`src/rtl/b16fp_vmac.sv`:
```
// bfloat16 vector multiply-accumulate: lane products, pipelined adder tree,
// framed accumulation. Includes the combinational b16fpmul/b16fpadd cells.

module b16fpmul (
  input  logic [15:0] a,
  input  logic [15:0] b,
  output logic [15:0] y
);
  logic sa, sb, sy, na, nb, ia, ib, za, zb, g, st, rup;
  logic [7:0] ea, eb, m;
  logic [15:0] p;
  logic [8:0] r;
  logic signed [10:0] e;
  logic unused;

  always_comb begin
    sa = a[15];
    sb = b[15];
    ea = a[14:7];
    eb = b[14:7];
    sy = sa ^ sb;
    za = ea == 8'h00;
    zb = eb == 8'h00;
    na = ea == 8'hff && a[6:0] != 7'h0;
    nb = eb == 8'hff && b[6:0] != 7'h0;
    ia = ea == 8'hff && a[6:0] == 7'h0;
    ib = eb == 8'hff && b[6:0] == 7'h0;
    p = 16'({1'b1, a[6:0]}) * 16'({1'b1, b[6:0]});
    m = p[15] ? p[15:8] : p[14:7];
    g = p[15] ? p[7] : p[6];
    st = p[15] ? |p[6:0] : |p[5:0];
    rup = g & (st | m[0]);
    r = {1'b0, m} + {8'h00, rup};
    e = $signed({3'b000, ea}) + $signed({3'b000, eb})
      - 11'sd127 + $signed({10'h000, p[15]})
      + $signed({10'h000, r[8]});
    if (na | nb | (ia & zb) | (za & ib))
      y = 16'h7fc0;
    else if (ia | ib)
      y = {sy, 8'hff, 7'h00};
    else if (za | zb)
      y = {sy, 15'h0000};
    else if (e >= 11'sd255)
      y = {sy, 8'hff, 7'h00};
    else if (e <= 11'sd0)
      y = {sy, 15'h0000};
    else
      y = {sy, e[7:0], r[6:0]};
  end

  assign unused = r[7];
endmodule

module b16fpadd (
  input  logic [15:0] a,
  input  logic [15:0] b,
  output logic [15:0] y
);
  logic na, nb, ia, ib, za, zb, swp, sx, sy2, sub, st, g, rup;
  logic [7:0] ea, eb, ex, ey, d, m;
  logic [6:0] fx, fy;
  logic [18:0] big, sml, sum, norm;
  logic [37:0] wide;
  logic [4:0] p;
  logic [8:0] r;
  logic signed [10:0] e;
  logic unused;

  always_comb begin
    ea = a[14:7];
    eb = b[14:7];
    za = ea == 8'h00;
    zb = eb == 8'h00;
    na = ea == 8'hff && a[6:0] != 7'h0;
    nb = eb == 8'hff && b[6:0] != 7'h0;
    ia = ea == 8'hff && a[6:0] == 7'h0;
    ib = eb == 8'hff && b[6:0] == 7'h0;
    swp = {eb, b[6:0]} > {ea, a[6:0]};
    sx = swp ? b[15] : a[15];
    sy2 = swp ? a[15] : b[15];
    ex = swp ? eb : ea;
    ey = swp ? ea : eb;
    fx = swp ? b[6:0] : a[6:0];
    fy = swp ? a[6:0] : b[6:0];
    sub = sx ^ sy2;
    d = ex - ey;
    big = {2'b01, fx, 10'h000};
    wide = {2'b01, fy, 29'h0} >> d;
    st = (|wide[18:0]) | (d >= 8'd38);
    sml = wide[37:19] | {18'h0, st};
    sum = sub ? big - sml : big + sml;
    p = 5'd0;
    for (int i = 0; i < 19; i++)
      if (sum[i]) p = 5'(i);
    // a carry out keeps the dropped bit as sticky
    if (sum[18])
      norm = {1'b0, sum[18:1]} | {18'h0, sum[0]};
    else
      norm = sum << (5'd17 - p);
    m = norm[17:10];
    g = norm[9];
    rup = g & ((|norm[8:0]) | m[0]);
    r = {1'b0, m} + {8'h00, rup};
    e = $signed({3'b000, ex}) + $signed({6'h00, p})
      - 11'sd17 + $signed({10'h000, r[8]});
    if (na | nb | (ia & ib & (a[15] ^ b[15])))
      y = 16'h7fc0;
    else if (ia)
      y = a;
    else if (ib)
      y = b;
    else if (za & zb)
      y = {a[15] & b[15], 15'h0000};
    else if (za)
      y = b;
    else if (zb)
      y = a;
    else if (sum == 19'h0)
      y = 16'h0000;
    else if (e >= 11'sd255)
      y = {sx, 8'hff, 7'h00};
    else if (e <= 11'sd0)
      y = {sx, 15'h0000};
    else
      y = {sx, e[7:0], r[6:0]};
  end

  assign unused = ^{r[7], norm[18]};
endmodule

module b16fp_vmac #(
  parameter int LANES = 4,
  parameter int CNT_W = 16
) (
  input  logic                  clk,
  input  logic                  rst_n,
  input  logic                  in_valid,
  input  logic                  in_first,
  input  logic                  in_last,
  input  logic [16*LANES-1:0]   oprA,
  input  logic [16*LANES-1:0]   oprB,
  output logic                  out_valid,
  output logic [15:0]           out_result,
  output logic [CNT_W-1:0]      out_count,
  output logic                  busy
);
  localparam int NL = $clog2(LANES);
  localparam int NN = 2 * LANES - 1;

  // node[] holds every tree level back to back: products, then halves
  logic [NN-1:0][15:0] node, nxt;
  logic [NL:0] pv, pf, pl;
  logic [15:0] acc, acc_sum, acc_nxt;
  logic [CNT_W-1:0] cnt, cnt_nxt;
  logic fopen, a_v, a_f, a_l;

  for (genvar k = 0; k < LANES; k++) begin : g_mul
    b16fpmul u_mul (
      .a (oprA[16*k +: 16]),
      .b (oprB[16*k +: 16]),
      .y (nxt[k])
    );
  end

  for (genvar lv = 1; lv <= NL; lv++) begin : g_lvl
    localparam int BI = 2 * LANES - 2 * (LANES >> (lv - 1));
    localparam int BO = 2 * LANES - 2 * (LANES >> lv);
    for (genvar j = 0; j < (LANES >> lv); j++) begin : g_add
      b16fpadd u_add (
        .a (node[BI + 2*j]),
        .b (node[BI + 2*j + 1]),
        .y (nxt[BO + j])
      );
    end
  end

  assign a_v = pv[NL];
  assign a_f = pf[NL];
  assign a_l = pl[NL];

  b16fpadd u_acc (
    .a (acc),
    .b (node[NN-1]),
    .y (acc_sum)
  );

  always_comb begin
    acc_nxt = a_f ? node[NN-1] : acc_sum;
    if (a_f)
      cnt_nxt = CNT_W'(1);
    else if (&cnt)
      cnt_nxt = cnt;
    else
      cnt_nxt = cnt + CNT_W'(1);
  end

  always_ff @(posedge clk or negedge rst_n) begin
    if (!rst_n) begin
      node <= '0;
      pv <= '0;
      pf <= '0;
      pl <= '0;
    end else begin
      node <= nxt;
      pv[0] <= in_valid;
      pf[0] <= in_valid & in_first;
      pl[0] <= in_valid & in_last;
      for (int i = 1; i <= NL; i++) begin
        pv[i] <= pv[i-1];
        pf[i] <= pf[i-1];
        pl[i] <= pl[i-1];
      end
    end
  end

  always_ff @(posedge clk or negedge rst_n) begin
    if (!rst_n) begin
      acc <= 16'h0000;
      cnt <= '0;
      out_valid <= 1'b0;
      out_result <= 16'h0000;
      out_count <= '0;
    end else begin
      out_valid <= a_v & a_l;
      if (a_v) begin
        acc <= acc_nxt;
        cnt <= cnt_nxt;
      end
      if (a_v & a_l) begin
        out_result <= acc_nxt;
        out_count <= cnt_nxt;
      end
    end
  end

  always_ff @(posedge clk or negedge rst_n) begin
    if (!rst_n)
      fopen <= 1'b0;
    else if (in_valid & in_last)
      fopen <= 1'b0;
    else if (in_valid & in_first)
      fopen <= 1'b1;
  end

  assign busy = (|pv) | fopen;
endmodule

```
`config.mk`:
```
export PLATFORM = sky130hd
export DESIGN_NAME = b16fp_vmac
export DESIGN_NICKNAME = d
export VERILOG_FILES = /design/src/rtl/b16fp_vmac.sv
export SDC_FILE = /design/constraint.sdc
export NUM_CORES = 2
export LEC_CHECK = 0
export BUFFER_PORTS_ARGS = -buffer_cell sky130_fd_sc_hd__buf_2
export CAP_MARGIN = 5
export CORE_MARGIN = 4
export CORE_UTILIZATION = 65
export CTS_BUF_LIST = sky130_fd_sc_hd__clkbuf_2
export DETAILED_ROUTE_END_ITERATION = 6
export PLACE_DENSITY = 0.83
export SLEW_MARGIN = 20
export SYNTH_ARGS = -nofsm -noshare
export SYNTH_HDL_FRONTEND = slang
export SYNTH_SLANG_ARGS = --single-unit
```
`constraint.sdc`:
```
create_clock -name clk -period 17.5 [get_ports clk]
set_input_delay 1.75 -clock clk [delete_from_list [all_inputs] [get_ports clk]]
set_output_delay 1.75 -clock clk [all_outputs]
set_load 0.03 [all_outputs]
```
After elaboration in Yosys (flattened, before gate mapping)

Index checks and enable logic that the tools add are counted.

Bits in registers: 187
Bits of input ports: 133
Output and inout port bits: 34
Word-level logic and storage cells: 497

Add/subtract/negate cells: 53
Multipliers: 4
Magnitude comparators: 24
Equality and inequality tests: 16
Shift operators: 8
Multiplexer cells: 177
Bitwise gates (word level): 96
Reduce and logical (&&, ||, !) cells: 103

Operators with widths:

| kind                  | count |
|---|---|
| $mux W16              | 35 |
| $mux W15              | 24 |
| $shr A37 B8 Y38       | 4 |
| $add A11 B2 Y11       | 12 |
| $eq A8 B8 Y1 const B  | 16 |
| $logic_not A8 Y1      | 16 |
| $mux W4               | 32 |
| $logic_not A7 Y1      | 16 |
| $reduce_bool A7 Y1    | 16 |
| $mux W8               | 12 |
| $ge A11 B9 Y1 const B | 8 |
| $le A11 B1 Y1 const B | 8 |
| $add A18 B19 Y19      | 4 |
| $logic_not A19 Y1     | 4 |
| $mux W19              | 4 |
| $or A19 B1 Y19        | 4 |
| $reduce_or A19 Y1     | 4 |
| $shl A19 B5 Y18       | 4 |
| $sub A18 B19 Y19      | 4 |
| $add A8 B1 Y9         | 8 |
| $mux W18              | 4 |
| $or A18 B1 Y18        | 4 |
| $mul A8 B8 Y16        | 4 |
| $gt A15 B15 Y1        | 4 |
| other kinds (23)      | 230 |

Depth between registers and ports, before layout

Depth after elaboration: 46
Gate-level depth with buffers: 72
Depth with buffers taken out: 65

Hierarchy

Synthesis repeated with hierarchy kept, for this count alone.

Cell total of the unflattened synthesis: 6328
Area, all modules: 47247.8 um^2

By module, submodules not included:

| module                                  | instances | cells an instance | area each (um^2) | seq. area each (um^2) |
|---|---|---|---|---|
| b16fpadd at g_lvl[1].g_add[0].u_add ... | 2         | 1056              | 6852.8           | 0.0 |
| b16fpmul at g_mul[1].u_mul ...          | 2         | 446               | 3502.1           | 0.0 |
| b16fpadd at g_lvl[1].g_add[1].u_add     | 1         | 1023              | 6829.0           | 0.0 |
| b16fpadd at u_acc                       | 1         | 957               | 6363.6           | 0.0 |
| b16fp_vmac                              | 1         | 450               | 6277.3           | 4679.5 |
| b16fpmul at g_mul[0].u_mul              | 1         | 448               | 3570.9           | 0.0 |
| b16fpmul at g_mul[3].u_mul              | 1         | 446               | 3497.1           | 0.0 |

Least setup slack after synthesis

No wires, ideal clock.

Path kind: register -> register
Start: reg node[40] (netlist name)
End: reg node[80] (netlist name)
Library setup time: 0.087 ns
Arrival: 12.146 ns
Data required time: 17.413 ns
Setup slack: 5.268 ns
Stages on the path, launching flop included: 61
Buffers on the path: 9
Clock period less this slack: 12.232 ns
Cells stage by stage: dfrtp_1 -> clkinv_1 -> ha_1 -> a21o_1 -> a221oi_1 -> a22oi_1 -> clkbuf_1 -> a21oi_2 -> clkbuf_1 -> mux2i_1 -> ha_1 -> inv_1 -> a31oi_1 -> a211oi_2 -> a211oi_4 -> mux2_2 -> mux2_2 -> o311ai_0 -> [25 not listed] -> nor2_1 -> ha_1 -> nand4_1 -> nand3b_1 -> ha_1 -> ha_1 -> nand2_1 -> o21ai_0 -> nand2_1 -> a211oi_1 -> mux2_2 -> nor2_1 -> a21o_1 -> nor2_1 -> and2_1 -> nand3_1 -> or3b_1 -> o211ai_1

Word-level cells in the longest chain between the ends: 45
Elaborated cells between the ends (all ways): 67
Those cells by class: add/sub (8); order compare (4); eq/ne (1); shift (2); mux (35); bitwise (11); reduce/logical (6)

Ends and longest elaborated chain:

| what                                                        | line   | text |
|---|---|---|
| start: declaration                                          | 151    | `logic [NN-1:0][15:0] node, nxt;` |
| start signal: assignment                                    | 204    | `node <= nxt;` |
| $gt A15 B15 Y1                                              | 78     | `swp = {eb, b[6:0]} > {ea, a[6:0]};` |
| $mux W8 (on tied branches)                                  | 81, 82 |  |
| $sub A8 B8 Y8                                               | 86     | `d = ex - ey;` |
| $shr A37 B8 Y38                                             | 88     | `wide = {2'b01, fy, 29'h0} >> d;` |
| $reduce_or A19 Y1                                           | 89     | `st = (\|wide[18:0]) \| (d >= 8'd38);` |
| $or A1 B1 Y1                                                | 89     |  |
| $or A19 B1 Y19                                              | 90     | `sml = wide[37:19] \| {18'h0, st};` |
| $add A18 B19 Y19 / $sub A18 B19 Y19 (equally long branches) | 91     | `sum = sub ? big - sml : big + sml;` |
| [30 not listed]                                             | n/a    |  |
| $mux W16                                                    | 118    | `else if (sum == 19'h0)` |
| $mux W16                                                    | 116    | `else if (zb)` |
| $mux W16                                                    | 114    | `else if (za)` |
| $mux W16                                                    | 112    | `else if (za & zb)` |
| $mux W16                                                    | 110    | `else if (ib)` |
| $mux W16                                                    | 108    | `else if (ia)` |
| $mux W16 *                                                  | 106    | `if (na \| nb \| (ia & ib & (a[15] ^ b[15])))` |
| via g_lvl[1].g_add[1].u_add.y[0]                            | 57     | `output logic [15:0] y` |

The timed path passes the listed nets; every way through them passes the cells marked *.
A chain may end at the register's enable or synchronous reset.

Final worst setup path

Start: reg acc[7]
End: reg acc[8]

Word-level cells in the longest chain between the ends: 46
Elaborated cells between the ends (all ways): 68
Those cells by class: add/sub (8); order compare (4); eq/ne (1); shift (2); mux (36); bitwise (11); reduce/logical (6)

Ends and longest elaborated chain:

| what                                                        | line   | text |
|---|---|---|
| start: declaration                                          | 153    | `logic [15:0] acc, acc_sum, acc_nxt;` |
| start signal: assignment                                    | 226    | `acc <= acc_nxt;` |
| $gt A15 B15 Y1                                              | 78     |  |
| $mux W8 (on tied branches)                                  | 81, 82 |  |
| $sub A8 B8 Y8                                               | 86     |  |
| $shr A37 B8 Y38                                             | 88     |  |
| $reduce_or A19 Y1                                           | 89     |  |
| $or A1 B1 Y1                                                | 89     |  |
| $or A19 B1 Y19                                              | 90     |  |
| $add A18 B19 Y19 / $sub A18 B19 Y19 (equally long branches) | 91     |  |
| [30 not listed]                                             | n/a    |  |
| $mux W16                                                    | 118    |  |
| $mux W16                                                    | 116    |  |
| $mux W16                                                    | 114    |  |
| $mux W16                                                    | 112    |  |
| $mux W16                                                    | 110    |  |
| $mux W16                                                    | 108    |  |
| $mux W16 *                                                  | 106    |  |
| $mux W16 *                                                  | 188    | `acc_nxt = a_f ? node[NN-1] : acc_sum;` |

Every way passes the cells marked *; elsewhere a longest branch is shown, timed or not.

==> results.md <==
* Number of maximum-capacitance constraint violations at 0
* Number of clock sinks at 187
* Final std cell area, no fill at 0.0437 mm²
* Die X at 262 µm
* Fraction of the yosys area taken by sequential cells at 0.111
* Worst-path cell with the longest stage delay: sky130_fd_sc_hd__ha_1
* CP startpoint kind: register
* Max_slew headroom at 0.262
* Core area at 0.0635 mm²
* TritonCTS clock tree: built
* Via count of the first global-routing pass at 41,148
* Count of nets after finishing at roughly 6,300
* Most repeated library cell on the critical path: sky130_fd_sc_hd__ha_1
* Maximum level of the CTS H-tree at 4
* Data required time of the critical path at approximately 18 ns
* Arrival time at the worst endpoint at 15.87 ns
* Total global-route track usage at 0.352
* Syn-to-layout area delta at 3.78%
* Unrepaired setup endpoints after global routing: false
* Result of the run: finished with violations
* Count of synthesis-stage warnings from yosys at 0
* Layer with the highest usage after global routing: met2
* Placement Setup Slack at 2.96 ns
* Root buffer selected by CTS: sky130_fd_sc_hd__clkbuf_2
* Synth top area cells: sky130_fd_sc_hd__dfrtp_1 11%, sky130_fd_sc_hd__ha_1 11%, sky130_fd_sc_hd__fa_1 7.6%, sky130_fd_sc_hd__nand2_1 4.7%, sky130_fd_sc_hd__nor2_1 4.5%
* Net Count, Synth at 6,321
* Number of nets still failing antenna checks after routing at 0
* Post-route setup slack at 2.51 ns
* R2r endpoint: acc[8]
* Clk pin slew, worst setup/hold paths at around 0.33 ns
* CTS resizes at 0
* Num CTS Buffers at 17
* Global routing met3 resource utilization at 0.0504
* Library cell with the highest instance count after synthesis: sky130_fd_sc_hd__nand2_1
* Wire length of the first global-routing pass at 208,000 µm
* Yosys top cell area share at 0.111
* Worst hold-check path type: reg2reg
* Number of antenna violations at the first check in global routing at 1
* Startpoint of the worst setup timing path: acc[7]
* Sum of negative setup slack at 0 ns
* Logic depth of the worst path, buffers included at 49
* Buffers and inverters on the worst path at 7
* Half-perimeter wire length after placement at 101,000 µm
* Number of max-slew violations in the final report at 0
* Failing checks: DRC
* Crit path time final at 14.99 ns
* Worst-case register-to-register setup slack at 2.51 ns
* Kind of critical path: reg2reg
* Capture endpoint of the worst hold path: pf[2]
* DIE HEIGHT at 262 µm
* Iteration-0 DRC Markers at 5,565
* Instance count of the mapped netlist at 5,659
* Transition time of the tightest slew-check pin at 1.10 ns
* Number of buffers on the longest clock path at 2
* Most common flop cell mapped by yosys: sky130_fd_sc_hd__dfrtp_1
* Weighted congestion at the end of routability-driven global placement at about 1
* Number of distinct library cell variants in the gate-level netlist after synthesis at 130
* Global-route track usage on met1 at 0.491
* Overall via count from detail_route at 44,153
* Cell type contributing the most total cell area after synthesis: sky130_fd_sc_hd__dfrtp_1
* Count of cells along the worst register-to-register path at 49
* Total setup violations reported at the end of the flow at 0
* Placed Instance Area at around 0.043 mm²
* # IOs at around 170
* Async SR Flop Fraction at 1.00
* Worst Min Path Start: pf[1]
* Largest net degree at the start of global routing at about 110
* DRC violations left at 7
* Number of buffer cells added on primary ports at 166
* Overall die area at 0.0689 mm²
* Met2 track demand over resource at 0.558
* Wirelength per Cell at around 19 µm
* CTS hold repair buffers at 0
* Average footprint of a synthesized cell at 7.43 µm²
* Syn Std Cell Area at 0.0421 mm²
* Worst-skew pair later-pin latency at 0.94 ns
* Depth of the worst hold-timing path at 0
* Share of the clock period used by the worst path after layout at 0.857
* Vias per cell at around 6.8
* Gr ovfl total at 0
* Largest driver fanout on the critical path at 35
* Floorplan row count at 92
* Kind of end point of the critical path: register
* Cell type group with the largest total delay on the critical path: compound AO/OA/AOI/OAI gates
* Number of enable-type register cells in the synthesized netlist at 0
* Number of detailed-route iterations in the first pass at 7
* Final-report hold violation count at 0
* Worst clock skew at 0.0728 ns
* Post-CTS setup-driven buffer insertion count at 0
* Top cells by instance count after synthesis: 532 x sky130_fd_sc_hd__nand2_1, 501 x sky130_fd_sc_hd__nor2_1, 468 x sky130_fd_sc_hd__inv_1
* Achievable frequency at 0.0667 GHz
* Routed WL at between 100,000 and 150,000 µm
* Source of the worst register-to-register timing path: acc[7]
* Number of storage elements in the synthesis netlist at 187
* Effective utilization at floorplan at 0.662
* Share of post-route cells with drive strength above 1 at 0.0775
* Biggest cell delay along the critical path at 0.95 ns
## cell type report
class / count / area, µm²
Multi-Input combinational cell: 4773 / 34700
Fill cell: 5564 / 19900
Sequential cell: 187 / 4680
Inverter: 482 / 1810
Timing Repair Buffer: 205 / 1130
Tap cell: 846 / 1060
Clock inverter: 15 / 200
Clock buffer: 17 / 85.1
Antenna cell: 2 / 5.00
## sequential cells by signal, indices dropped and copies added, names as in the netlist
register and count:
out_valid 1, pv 3, cnt 16, fopen 1
out_result 16, pf 3, node 112, acc 16
out_count 16, pl 3
## how the worst max path moves through the flow
stage / slack (ns) / to
after CTS: 2.92 / acc[8]
final: 2.51 / acc[8]
after detailed placement: 2.96 / acc[8]
after global placement: 3.32 / acc[8]
after floorplan: 5.27 / node[80]
after global routing: 1.30 / acc[8]
## logic make-up after synthesis
logic type	synth area share
AOI/OAI and AO/OA	0.266
xor gates and xnor gates	0.0588
adders and majority gates	0.186
buffers and inverters	0.0648
DFF	0.111
muxes	0.0653
and+or+nand+nor	0.248
## routing by layer
layer / share of wire / vias to the layer above
met5: 0 / -
met4: 0.039 / 0
met3: 0.090 / 410
met2: 0.45 / 2349
met1: 0.42 / 20667
li1: - / 20727
## metrics by stage
step | std cells | util | hold slack (ns)
2_1_floorplan | 5659 | - | 0.331
3_3_place_gp | 6493 | 0.682 | 0.334
3_5_place_dp | 6493 | 0.682 | 0.337
4_1_cts | 6525 | 0.687 | 0.393
5_1_grt | 6526 | 0.687 | 0.405
6_report | 6527 | 0.687 | 0.392
## placed cells by master, fill, tap and decap left out, types with 163 or more instances in the layout
cell type,count
sky130_fd_sc_hd__and2_1,197
sky130_fd_sc_hd__nand3_1,176
sky130_fd_sc_hd__dfrtp_1,187
sky130_fd_sc_hd__inv_1,468
sky130_fd_sc_hd__buf_2,165
sky130_fd_sc_hd__nor2_1,501
sky130_fd_sc_hd__ha_1,369
sky130_fd_sc_hd__o21ai_0,343
sky130_fd_sc_hd__nand2_1,532
sky130_fd_sc_hd__xnor2_1,178
sky130_fd_sc_hd__mux2i_1,163
sky130_fd_sc_hd__a21oi_1,333
Power is left out: the tool's default activity adds up to more than one toggle a clock period on the data nets, which glitch-free logic cannot reach.
